File: src/rtl/fifo_write_arbiter_if.sv
// Producer/FIFO-write bundle for the round-robin FIFO write arbiter.
// The slave modport is the arbiter's side. The master modport is the producer/FIFO side.
interface fifo_write_arbiter_if #(
   parameter int NUM_REQ    = 4,
   parameter int DATA_WIDTH = 8
);
   logic [NUM_REQ-1:0]            req_valid;
   logic [NUM_REQ*DATA_WIDTH-1:0] req_data;
   logic [NUM_REQ-1:0]            req_last;
   logic [NUM_REQ-1:0]            req_ready;
   logic                          fifo_full;
   logic                          fifo_write;
   logic [DATA_WIDTH-1:0]         fifo_wdata;
   logic [NUM_REQ-1:0]            grant;
   logic                          busy;

   modport slave (
      input  req_valid, req_data, req_last, fifo_full,
      output req_ready, fifo_write, fifo_wdata, grant, busy
   );

   modport master (
      output req_valid, req_data, req_last, fifo_full,
      input  req_ready, fifo_write, fifo_wdata, grant, busy
   );
endinterface

File: src/rtl/fifo_write_arbiter.sv
// Round-robin arbiter that shares one FIFO write port among NUM_REQ producers.
// Each grant allows a burst of up to MAX_BURST words, and fifo_full throttles the burst.
module fifo_write_arbiter #(
   parameter int NUM_REQ    = 4,
   parameter int DATA_WIDTH = 8,
   parameter int MAX_BURST  = 4
) (
   input  logic                clk,
   input  logic                rst,
   fifo_write_arbiter_if.slave bus
);
   localparam int IDX_W = $clog2(NUM_REQ);
   localparam int CNT_W = $clog2(MAX_BURST + 1);

   typedef enum logic {IDLE, BURST} state_t;

   state_t             state;
   logic [NUM_REQ-1:0] grant_q;
   logic               busy_q;
   logic [IDX_W-1:0]   rr_ptr;
   logic [IDX_W-1:0]   owner_idx;
   logic [CNT_W-1:0]   burst_cnt;

   logic [IDX_W-1:0]   pick_idx;
   logic               pick_hit;
   logic               in_burst;
   logic               owner_valid;
   logic               owner_last;
   logic               xfer;
   logic               burst_end;
   logic [IDX_W-1:0]   next_ptr;

   // The search runs from the farthest offset down to offset 0.
   // The last hit therefore wins, which gives the first valid index at or after rr_ptr.
   always_comb begin
      pick_idx = '0;
      pick_hit = 1'b0;
      for (int off = NUM_REQ - 1; off >= 0; off--) begin
         int c;
         c = int'(rr_ptr) + off;
         if (c >= NUM_REQ) c = c - NUM_REQ;
         if (bus.req_valid[c]) begin
            pick_idx = IDX_W'(c);
            pick_hit = 1'b1;
         end
      end
   end

   // NOTE: the strobe and the ready bits are gated with rst combinationally.
   // As a result, no write escapes in the reset cycle, even though the state registers clear only at the next edge.
   assign in_burst    = (state == BURST) && !rst;
   assign owner_valid = bus.req_valid[owner_idx];
   assign owner_last  = bus.req_last[owner_idx];
   assign xfer        = in_burst && !bus.fifo_full && owner_valid;
   assign burst_end   = !owner_valid ||
                        (xfer && (owner_last || burst_cnt == CNT_W'(MAX_BURST - 1)));
   assign next_ptr    = (owner_idx == IDX_W'(NUM_REQ - 1)) ? '0 : owner_idx + 1'b1;

   assign bus.req_ready  = (in_burst && !bus.fifo_full) ? grant_q : '0;
   assign bus.fifo_write = xfer;
   assign bus.fifo_wdata = bus.req_data[owner_idx*DATA_WIDTH +: DATA_WIDTH];
   assign bus.grant      = grant_q;
   assign bus.busy       = busy_q;

   always_ff @(posedge clk) begin
      if (rst) begin
         state     <= IDLE;
         grant_q   <= '0;
         busy_q    <= 1'b0;
         rr_ptr    <= '0;
         owner_idx <= '0;
         burst_cnt <= '0;
      end else begin
         case (state)
            IDLE: begin
               if (pick_hit) begin
                  state     <= BURST;
                  grant_q   <= NUM_REQ'(1) << pick_idx;
                  busy_q    <= 1'b1;
                  owner_idx <= pick_idx;
                  burst_cnt <= '0;
               end
            end
            BURST: begin
               if (xfer) burst_cnt <= burst_cnt + 1'b1;
               // A stalled owner keeps valid high, so a stall never reaches burst_end.
               if (burst_end) begin
                  state   <= IDLE;
                  grant_q <= '0;
                  busy_q  <= 1'b0;
                  rr_ptr  <= next_ptr;
               end
            end
            default: state <= IDLE;
         endcase
      end
   end
endmodule

File: src/flat_wrapper.sv
// flat-port wrapper written by rule: the top's interface ports become plain ports
module fifo_write_arbiter_flat 
#(
   parameter int NUM_REQ    = 4,
   parameter int DATA_WIDTH = 8,
   parameter int MAX_BURST  = 4
)
  (clk, rst, bus_req_valid, bus_req_data, bus_req_last, bus_fifo_full, bus_req_ready, bus_fifo_write, bus_fifo_wdata, bus_grant, bus_busy);
  fifo_write_arbiter_if #(.NUM_REQ(NUM_REQ), .DATA_WIDTH(DATA_WIDTH)) bus_i ();
  input  logic clk;
  input  logic rst;
  input wire logic [$bits(bus_i.req_valid)-1:0] bus_req_valid;
  input wire logic [$bits(bus_i.req_data)-1:0] bus_req_data;
  input wire logic [$bits(bus_i.req_last)-1:0] bus_req_last;
  input wire logic [$bits(bus_i.fifo_full)-1:0] bus_fifo_full;
  output wire logic [$bits(bus_i.req_ready)-1:0] bus_req_ready;
  output wire logic [$bits(bus_i.fifo_write)-1:0] bus_fifo_write;
  output wire logic [$bits(bus_i.fifo_wdata)-1:0] bus_fifo_wdata;
  output wire logic [$bits(bus_i.grant)-1:0] bus_grant;
  output wire logic [$bits(bus_i.busy)-1:0] bus_busy;
  assign bus_i.req_valid = bus_req_valid;
  assign bus_i.req_data = bus_req_data;
  assign bus_i.req_last = bus_req_last;
  assign bus_i.fifo_full = bus_fifo_full;
  assign bus_req_ready = bus_i.req_ready;
  assign bus_fifo_write = bus_i.fifo_write;
  assign bus_fifo_wdata = bus_i.fifo_wdata;
  assign bus_grant = bus_i.grant;
  assign bus_busy = bus_i.busy;
  fifo_write_arbiter #(.NUM_REQ(NUM_REQ), .DATA_WIDTH(DATA_WIDTH), .MAX_BURST(MAX_BURST)) u_core (.clk(clk), .rst(rst), .bus(bus_i));
endmodule
File: config.mk
export PLATFORM = sky130hd
export DESIGN_NAME = fifo_write_arbiter_flat
export DESIGN_NICKNAME = d
export VERILOG_FILES = /design/src/rtl/fifo_write_arbiter_if.sv /design/src/rtl/fifo_write_arbiter.sv /design/src/flat_wrapper.sv
export SDC_FILE = /design/constraint.sdc
export NUM_CORES = 1
export LEC_CHECK = 0
export CORE_MARGIN = 2
export CORE_UTILIZATION = 40
export CTS_CLUSTER_DIAMETER = 60
export DETAILED_ROUTE_END_ITERATION = 8
export PLACE_DENSITY = 0.91
export SLEW_MARGIN = 20
export SYNTH_ARGS = -nofsm -noshare
export SYNTH_HDL_FRONTEND = slang
export SYNTH_SLANG_ARGS = --single-unit
File: constraint.sdc
create_clock -name clk -period 3.3 [get_ports clk]
set_input_delay 0.66 -clock clk [delete_from_list [all_inputs] [get_ports clk]]
set_output_delay 0.66 -clock clk [all_outputs]
set_load 0.05 [all_outputs]
==> results by group, run 1 <==
Clocking
  – Clk pin slew, worst setup/hold paths: 80 ps
  – Total CTS buffers: 3
  – Clk_lat worst skew: 280 ps
  – Root buf cell: clkbuf_4
  – Hold-fix buffers, CTS: 0
  – Buffer count from post-CTS setup fixing: 0
  – H-Tree Depth: 1
  – Post-cts resize count: 0
  – Max Buffers Root-to-Sink: 2
  – Clock sink total: 13
  – CTS tree: done

Flow run
  – Max cap viols: 0

Critical path
  – Max incr delay on CP: 710 ps
  – Data required, critical path: 2640 ps
  – CP Max Fanout: 1
  – Critical path buffer and inverter count: 2
  – Most used cell, CP: clkdlybuf4s50_1
  – CP startpoint kind: input port
  – Worst EP arrival: 2250 ps
  – Slowest-stage cell, CP: clkdlybuf4s50_1
  – Crit-path cells: clkdlybuf4s50_1, mux4_2, clkdlybuf4s50_1
  – Critical path class: input port to output port
  – Endpoint class of the critical path: output port
  – CP top delay family: buffers and inverters

Power and ir drop
  – P_sw: just over 0.2 mW
  – Comb pwr share: 0.472
  – Sequential Power Share: 0.339
  – Switching Share: 0.374
  – Cell internal pwr: 0.342 mW
  – Pwr/cell area: 315 mW/mm²
  – Clk network pwr share: 0.189
  – VDD IR-drop max: approximately 0.00028 V
  – Total Power: ~0.55 mW
  – P_leak: 0.619 nW

STA
  – Period Utilization, post-route: 0.883
  – Final Max Tran Viols: 0
  – Final Hold Viols: 0
  – Max-slew headroom: 0.639
  – Slew at the pin closest to its max-slew limit: 541 ps
  – Min Tclk post-route: 2910 ps
  – Final setup violation count: 0
  – Clk_skew: between 4 and 5 ps
  – Maximum clock frequency: 0.343 GHz
  – Fin Setup TNS: 0 ps
  – Final setup margin: 387 ps
  – RSZ-0062 raised after global routing: false

Die
  – Top-Level Pins: 61
  – Core footprint: between 0.002 and 0.0025 mm²
  – Die Ht: 55.0 µm
  – Die width: roughly 55 µm
  – FP Rows: 18
  – Die area: 0.00302 mm²
  – Initial core utilization: 0.420

GRT
  – Vias in the first global route: 1055
  – GRT Total Usage: 0.200
  – Largest net degree at the start of global routing: 16
  – Total gr overflow: 0
  – First-pass GRT wire length: 4350 µm
  – Initial antenna violation count: 0

Finish
  – Diodes inserted: 0
  – Final net count: 211
  – Share of layout cells above drive strength 1: 0.226
  – Area delta synth->final: 66.7%

Drt
  – Router iterations before antenna repair: 4
  – Detail Route Antenna Nets: 0
  – Drt wl/cell: 15.5 µm
  – DRC viols: 0
  – Initial DRC Count: 9
  – Final wirelength: approximately 3000 µm
  – Vias per std cell: 5.62
  – Vias: 1091

Synth
  – Mean post-synth cell area: 10.2 µm²
  – Yosys top cell area share: 0.250
  – Syn nets: 148
  – FFs w/ async S/R, synth: 0
  – Cell variety after synth: 43
  – Top cells by area, synth: dfxtp_1, mux4_2, ha_1
  – Post-synthesis sequential area ratio: 0.250
  – Most instantiated cells after synthesis: dfxtp_1, mux4_2, a21oi_1, nand3_1, nor2_1
  – Total number of yosys warnings: 0
  – Cell with the most instances after synthesis: dfxtp_1
  – Synth Register Bits: 13
  – Post-Syn Area: a little over 0.001 mm²
  – Cell count after synthesis: 102
  – Area leader, netlist: dfxtp_1
  – EDFF count, synth: 0
  – Top_reg_cell synth: dfxtp_1

Placed design
  – Post-DP HPWL: approximately 2500 µm
  – Global placement routability congestion: 0.819
  – PortBufs: 60
  – Dpl ws: roughly 380 ps

Outcome
  – Status: finished clean

Hold path
  – HP Class: flop to flop
-- stage by stage --
step	instances	hold WS, ps	instance area [µm²]	util
2_1_floorplan	102	448	1040	-
3_3_place_gp	190	452	1710	0.689
3_5_place_dp	190	460	1710	0.689
4_1_cts	194	471	1730	0.699
5_1_grt	194	518	1730	0.699
6_report	194	473	1730	0.699
-- registers in the layout (all words and copies together), names as in the netlist --
| register | count |
|---|---|
| u_core.burst_cnt | 3 |
| u_core.bus.busy | 1 |
| u_core.bus.grant | 4 |
| u_core.owner_idx | 2 |
| u_core.rr_ptr | 2 |
| u_core.state | 1 |
-- cell families after synthesis --
logic type | after synthesis | synth area share
and+or+nand+nor | 41 | 0.268
AOI/OAI and AO/OA | 26 | 0.179
DFF | 13 | 0.250
muxes | 11 | 0.217
buffers and inverters | 8 | 0.0493
adders and majority gates | 3 | 0.0361
-- tightest hold or removal path, cell delays in order (launching register included) --
cell and delay, ps:
dfxtp_1 310, nand3_1 60, a21oi_1 60
-- cell type report --
cell class,instances,area [µm²]
repair buffers,62,666
well taps,30,37.5
flip-flops and latches,13,260
inverters,4,15.0
multi-input cells,81,728
clock buffers,4,26.3
fillers,195,744
-- layer usage --
layer	wire, µm	GRT usage	vias to the layer above
met4	25	0.0569	0
li1	-	-	518
met5	0	0	-
met1	1050	0.199	513
met2	1450	0.385	57
met3	474	0.0699	3
-- power by group through the flow --
stage	clock, mW	combinational [mW]	sequential [mW]
2_1_floorplan	0	0.141	0.198
3_3_place_gp	0	0.253	0.188
3_5_place_dp	0	0.258	0.189
4_1_cts	0.103	0.259	0.185
5_1_grt	0.112	0.272	0.188
6_report	0.103	0.258	0.185
-- final timing paths --
| path | endpoint | from | slack, ps | depth (start not counted) |
|---|---|---|---|---|
| max | bus_fifo_wdata[4] | bus_req_data[12] | 390 | 3 |
| min | u_core.burst_cnt[2] | u_core.burst_cnt[2] | 470 | 2 |
| max reg2reg | u_core.rr_ptr[0] | u_core.owner_idx[0] | 1340 | 5 |
| min reg2reg | u_core.burst_cnt[2] | u_core.burst_cnt[2] | 470 | 2 |
-- placed cells by master (no fill, tap or decap), types with 2 or more instances in the layout --
cell type / netlist / routed
mux2_2: 2 / 2
ha_1: 3 / 3
clkbuf_4: 0 / 3
buf_12: 0 / 5
nor2b_1: 4 / 4
nand4_1: 2 / 2
nor2_1: 5 / 5
nand2_1: 2 / 2
inv_1: 3 / 3
nand3b_1: 4 / 4
nand3_1: 6 / 6
o21bai_1: 2 / 2
buf_4: 0 / 2
o32ai_1: 2 / 2
o21ai_1: 3 / 3
mux4_2: 9 / 9
a21oi_1: 7 / 7
and2_2: 4 / 4
dfxtp_1: 13 / 13
nand2_2: 2 / 2
clkdlybuf4s50_1: 0 / 55
nand2b_1: 2 / 2
o22ai_1: 2 / 2
Note: power is estimated with default switching activity, not from simulation.
==> inputs of run 2 (changes only) <==
- CORE_ASPECT_RATIO: not set -> 1.1
- clock period: 3.3 -> 3.6 ns (I/O delays scaled with it)
==> results by group, run 2 (synthesis results as in run 1) <==
Outcome
  – Status: finished clean

Drt
  – Router iterations before antenna repair: 4 (unchanged)
  – Detail Route Antenna Nets: 0 (unchanged)
  – Drt wl/cell: 15.1 µm (-2.8%)
  – WL met1: 1170 µm (+11%)
  – Final wirelength: 2940 µm (-2.3%)
  – Met3 Wirelength: 370 µm (-22%)
  – Initial DRC Count: 22 (+13)
  – Met2 Wirelength: 1370 µm (-5.5%)
  – Vias per std cell: 5.54 (-1.5%)
  – Vias: 1080 (-1.0%)
  – Top Layer Used: met4
  – DRC viols: 0 (unchanged)

Finish
  – Area delta synth->final: 60.8%
  – Final net count: 211 (unchanged)
  – Commonest non-fill, non-tap cell in the layout: clkdlybuf4s50_1
  – Diodes inserted: 0 (unchanged)
  – Number of flip-flops under the largest register name: 4 (unchanged)
  – Fin cells: 195 (+0.52%)
  – Share of layout cells above drive strength 1: 0.226 (unchanged)
  – Finished Cell Area: 0.00167 mm² (-3.5%)
  – Commonest non-fill, non-tap cells in the layout: clkdlybuf4s50_1, dfxtp_1, mux4_2, a21oi_1, buf_4

Clocking
  – H-Tree Depth: 1 (unchanged)
  – Clk pin slew, worst setup/hold paths: 70 ps (about the same)
  – CTS tree: done
  – Clock sink total: 13 (unchanged)
  – Clk_lat worst skew: 280 ps (about the same)
  – Max Buffers Root-to-Sink: 2 (unchanged)
  – Buffer count from post-CTS setup fixing: 0 (unchanged)
  – Post-cts resize count: 0 (unchanged)
  – Hold-fix buffers, CTS: 0 (unchanged)
  – Total CTS buffers: 3 (unchanged)
  – Root buf cell: clkbuf_4

GRT
  – Vias in the first global route: 1044 (-1.0%)
  – First-pass GRT wire length: 4630 µm (+6.5%)
  – Largest net degree at the start of global routing: 16 (unchanged)
  – Total gr overflow: 0 (unchanged)
  – Initial antenna violation count: 0 (unchanged)
  – GRT Total Usage: 0.199 (-0.000722)

Power and ir drop
  – Total Power: 0.495 mW (-9.3%)
  – VDD IR-drop max: 0.000307 V (+8.9%)
  – P_leak: 0.605 nW (-2.2%)
  – Pwr/cell area: 296 mW/mm² (-6.0%)

Critical path
  – Reg2Reg Depth: 5 (unchanged)
  – CP startpoint kind: input port
  – CP Launch Point: bus_req_data[0]
  – Endpoint class of the critical path: output port
  – Reg2Reg Setup Slack: 1700 ps (+360 ps)
  – Data required, critical path: 2880 ps (+240 ps)
  – Worst r2r src: u_core.owner_idx[0]
  – Critical Path Sink: bus_fifo_wdata[0]
  – CP Max Fanout: 1 (unchanged)
  – R2r endpoint: u_core.rr_ptr[0]
  – Worst EP arrival: 2320 ps (+70 ps)
  – Critical path class: input port to output port

Die
  – FP Rows: 19 (+1)
  – Initial core utilization: 0.417 (-0.00316)
  – Die Ht: 57.5 µm (+4.5%)
  – Die width: 52.6 µm (-4.3%)
  – Core footprint: 0.00250 mm² (+0.76%)
  – Die area: 0.00302 mm² (about the same)
  – Top-Level Pins: 61 (unchanged)

STA
  – Clk_skew: 7.61 ps (+3.01 ps)
  – Final Max Tran Viols: 0 (unchanged)
  – Hold Slack: 483 ps (+9.56 ps)
  – Fin Setup TNS: 0 ps (unchanged)
  – Period Utilization, post-route: 0.845
  – RSZ-0062 raised after global routing: false
  – Maximum clock frequency: 0.329 GHz
  – Max-slew headroom: 0.634 (-0.00518)
  – Final Hold Viols: 0 (unchanged)
  – Final setup violation count: 0 (unchanged)
  – Slew at the pin closest to its max-slew limit: 548 ps (+7.75 ps)
  – Min Tclk post-route: roughly 3000 ps

Placed design
  – Area of placed instances: 0.00165 mm² (-3.6%)
  – Global placement routability congestion: 0.923 (+13%)
  – PortBufs: 60 (unchanged)
  – Post-DP HPWL: 2380 µm (-3.9%)
  – Post-placement cell count: 191 (+0.53%)

Flow run
  – Max cap viols: 0 (unchanged)

Hold path
  – HP Class: flop to flop
-- run 2: cell counts in the layout (fill, tap and decap cells not counted) --
No cell type changed its count.
-- run 2: stage by stage --
stage / setup slack [ps] / util
finish: 559 / 0.670
floorplan: 1420 / -
global route: 537 / 0.670
detailed placement: 566 / 0.659
global placement: 559 / 0.659
CTS: 562 / 0.670
-- run 2: layout make-up --
cell class / count / area, µm²
clock buffer: 4 / 26.3
sequential: 13 / 260
timing repair buffer: 62 / 603
tap: 31 / 38.8
fill: 208 / 825
inverter: 4 / 15.0
multi-input combinational: 81 / 728
-- run 2: metal layers --
metal | track usage | vias up
met2 | 0.359 | 59
met3 | 0.0628 | 2
met5 | 0 | -
met1 | 0.226 | 501
li1 | - | 518
met4 | 0.0403 | 0
-- run 2: report_power, final --
part / leakage [nW] / switching [mW] / internal (mW)
clock: 0.0150 / 0.0496 / 0.0430
sequential: 0.106 / 0.0164 / 0.154
combinational: 0.484 / 0.118 / 0.114
total: 0.605 / 0.184 / 0.311
-- run 2: how the worst min path moves through the flow --
stage | startpoint | endpoint | cells past startpoint
after global routing | u_core.burst_cnt[1] | u_core.burst_cnt[1] | 2
final | u_core.burst_cnt[1] | u_core.burst_cnt[1] | 2
after global placement | u_core.burst_cnt[2] | u_core.burst_cnt[2] | 2
after CTS | u_core.burst_cnt[1] | u_core.burst_cnt[1] | 2
after floorplan | u_core.burst_cnt[2] | u_core.burst_cnt[2] | 2
after detailed placement | u_core.burst_cnt[1] | u_core.burst_cnt[1] | 2
-- run 2: critical path: stages --
cell and delay [ps]:
clkdlybuf4s50_1 420, mux4_2 470, clkdlybuf4s50_1 710
==> inputs of run 3 (changes only) <==
- CORE_UTILIZATION: 40 -> 37
- PLACE_DENSITY: 0.91 -> 0.86
- clock period: 3.6 -> 3.05 ns (I/O delays scaled with it)
==> results by group, run 3 (synthesis results as in run 1) <==
Critical path
  – CP startpoint kind: input port
  – Endpoint class of the critical path: output port
  – Data required, critical path: 2440 ps (-440 ps)
  – CP Max Fanout: 1 (unchanged)
  – Critical path class: input port to output port
  – Worst EP arrival: 2190 ps (-130 ps)

Clocking
  – Clk pin slew, worst setup/hold paths: 80 ps (about the same)
  – Buffer count from post-CTS setup fixing: 0 (unchanged)
  – Root buf cell: clkbuf_4
  – Hold-fix buffers, CTS: 0 (unchanged)
  – Post-cts resize count: 0 (unchanged)
  – Max Buffers Root-to-Sink: 2 (unchanged)
  – H-Tree Depth: 1 (unchanged)
  – Clk_lat worst skew: 290 ps (about the same)
  – Total CTS buffers: 3 (unchanged)
  – Clock sink total: 13 (unchanged)
  – CTS tree: done

Finish
  – Register area: 260 µm² (unchanged)
  – Share of layout cells above drive strength 1: 0.235 (+0.00933)
  – Commonest non-fill, non-tap cell in the layout: clkdlybuf4s50_1
  – Area of the multi-input gates: 728 µm² (unchanged)
  – Diodes inserted: 0 (unchanged)
  – Final net count: 213 (+0.95%)
  – Commonest non-fill, non-tap cells in the layout: clkdlybuf4s50_1, dfxtp_1, mux4_2, a21oi_1, nand3_1
  – Area delta synth->final: 68.5%
  – Core Util, Final: 0.642 (-0.0275)
  – Number of flip-flops under the largest register name: 4 (unchanged)
  – Fin cells: 199 (+2.1%)
  – Filler Cells Inserted: 220 (+5.8%)

Hold path
  – HP Class: flop to flop

Die
  – Die width: 54.5 µm (+3.7%)
  – FP Rows: 20 (+1)
  – Top-Level Pins: 61 (unchanged)
  – Die area: 0.00325 mm² (+7.5%)
  – Initial core utilization: 0.381 (-0.0353)
  – Core footprint: 0.00273 mm² (+9.3%)
  – Die Ht: 59.6 µm (+3.7%)

Power and ir drop
  – Switching Share: 0.370 (-0.00118)
  – Cell internal pwr: 0.372 mW (+20%)
  – Total Power: 0.591 mW (+19%)
  – P_sw: 0.219 mW (+19%)
  – Pwr/cell area: 337 mW/mm² (+14%)
  – Comb pwr share: 0.475 (+0.006)
  – Clk network pwr share: 0.190 (+0.003)
  – Sequential Power Share: 0.335 (-0.009)
  – P_leak: 0.629 nW (+3.9%)
  – VDD IR-drop max: 0.000268 V (-13%)

GRT
  – Largest net degree at the start of global routing: 16 (unchanged)
  – Vias in the first global route: 1038 (-0.57%)
  – First-pass GRT wire length: 4380 µm (-5.4%)
  – Total gr overflow: 0 (unchanged)
  – GRT Total Usage: 0.183 (-0.0160)
  – Initial antenna violation count: 0 (unchanged)

Drt
  – Vias: 1084 (+0.37%)
  – Router iterations before antenna repair: 3 (-1)
  – Detail Route Antenna Nets: 0 (unchanged)
  – Final wirelength: 2900 µm (-1.4%)
  – Drt wl/cell: 14.6 µm (-3.3%)
  – Vias per std cell: 5.45 (-1.6%)
  – DRC viols: 0 (unchanged)
  – Initial DRC Count: 13 (-41%)

STA
  – Final Max Tran Viols: 0 (unchanged)
  – Min Tclk post-route: between 2000 and 3000 ps
  – Period Utilization, post-route: 0.919
  – Maximum clock frequency: around 0.36 GHz
  – Clk_skew: 2.38 ps (-5.23 ps)
  – Fin Setup TNS: 0 ps (unchanged)
  – RSZ-0062 raised after global routing: false
  – Final setup violation count: 0 (unchanged)
  – Slew at the pin closest to its max-slew limit: 549 ps (+0.606 ps)
  – Final Hold Viols: 0 (unchanged)
  – Max-slew headroom: 0.634 (about the same)

Flow run
  – Max cap viols: 0 (unchanged)

Placed design
  – Global placement routability congestion: 0.822 (-11%)
  – PortBufs: 60 (unchanged)
  – Post-DP HPWL: 2450 µm (+2.9%)
  – Post-placement cell count: 195 (+2.1%)

Outcome
  – Status: finished clean
[run 3: changes by cell type in the layout (fill, tap and decap cells not counted), sizes merged]
cell,delta
buf,+2
[run 3: final timing paths]
path                  startpoint                  end  slack [ps]  cells after the start
min reg2reg  u_core.burst_cnt[1]  u_core.burst_cnt[1]         480                      2
min          u_core.burst_cnt[1]  u_core.burst_cnt[1]         480                      2
max reg2reg  u_core.owner_idx[1]  u_core.bus.grant[1]        1250                      4
max             bus_req_data[29]    bus_fifo_wdata[5]         250                      3
[run 3: power by group through the flow]
| stage | Clock [mW] | Combinational, mW | Sequential, mW |
|---|---|---|---|
| after global routing | 0.120 | 0.300 | 0.201 |
| after global placement | 0 | 0.277 | 0.201 |
| after detailed placement | 0 | 0.283 | 0.202 |
| final | 0.112 | 0.280 | 0.198 |
| after floorplan | 0 | 0.153 | 0.215 |
| after CTS | 0.113 | 0.283 | 0.198 |
[run 3: per-stage QoR]
stage / setup slack [ps] / area, µm² / hold slack, ps
final: 247 / 1750 / 484
after global routing: 157 / 1750 / 504
after CTS: 230 / 1750 / 490
after detailed placement: 243 / 1730 / 470
after global placement: 245 / 1730 / 455
after floorplan: 1090 / 1040 / 448
[run 3: worst max-delay path: stages]
cell and delay, ps:
clkdlybuf4s50_1 410, mux4_2 460, clkdlybuf4s50_1 710
[run 3: per-layer routing]
metal,part of all wire,wire [µm],vias up,track usage
met4,0.016,45,0,0.0714
met2,0.48,1380,62,0.329
met5,0,0,-,0
li1,-,-,525,-
met3,0.15,446,5,0.0606
met1,0.35,1030,492,0.190
[run 3: layout make-up]
class	instances	area share
clock buffer	4	0.0150
multi-input combinational	81	0.416
tap	33	0.0236
inverter	4	0.00857
timing repair buffer	64	0.389
sequential	13	0.149
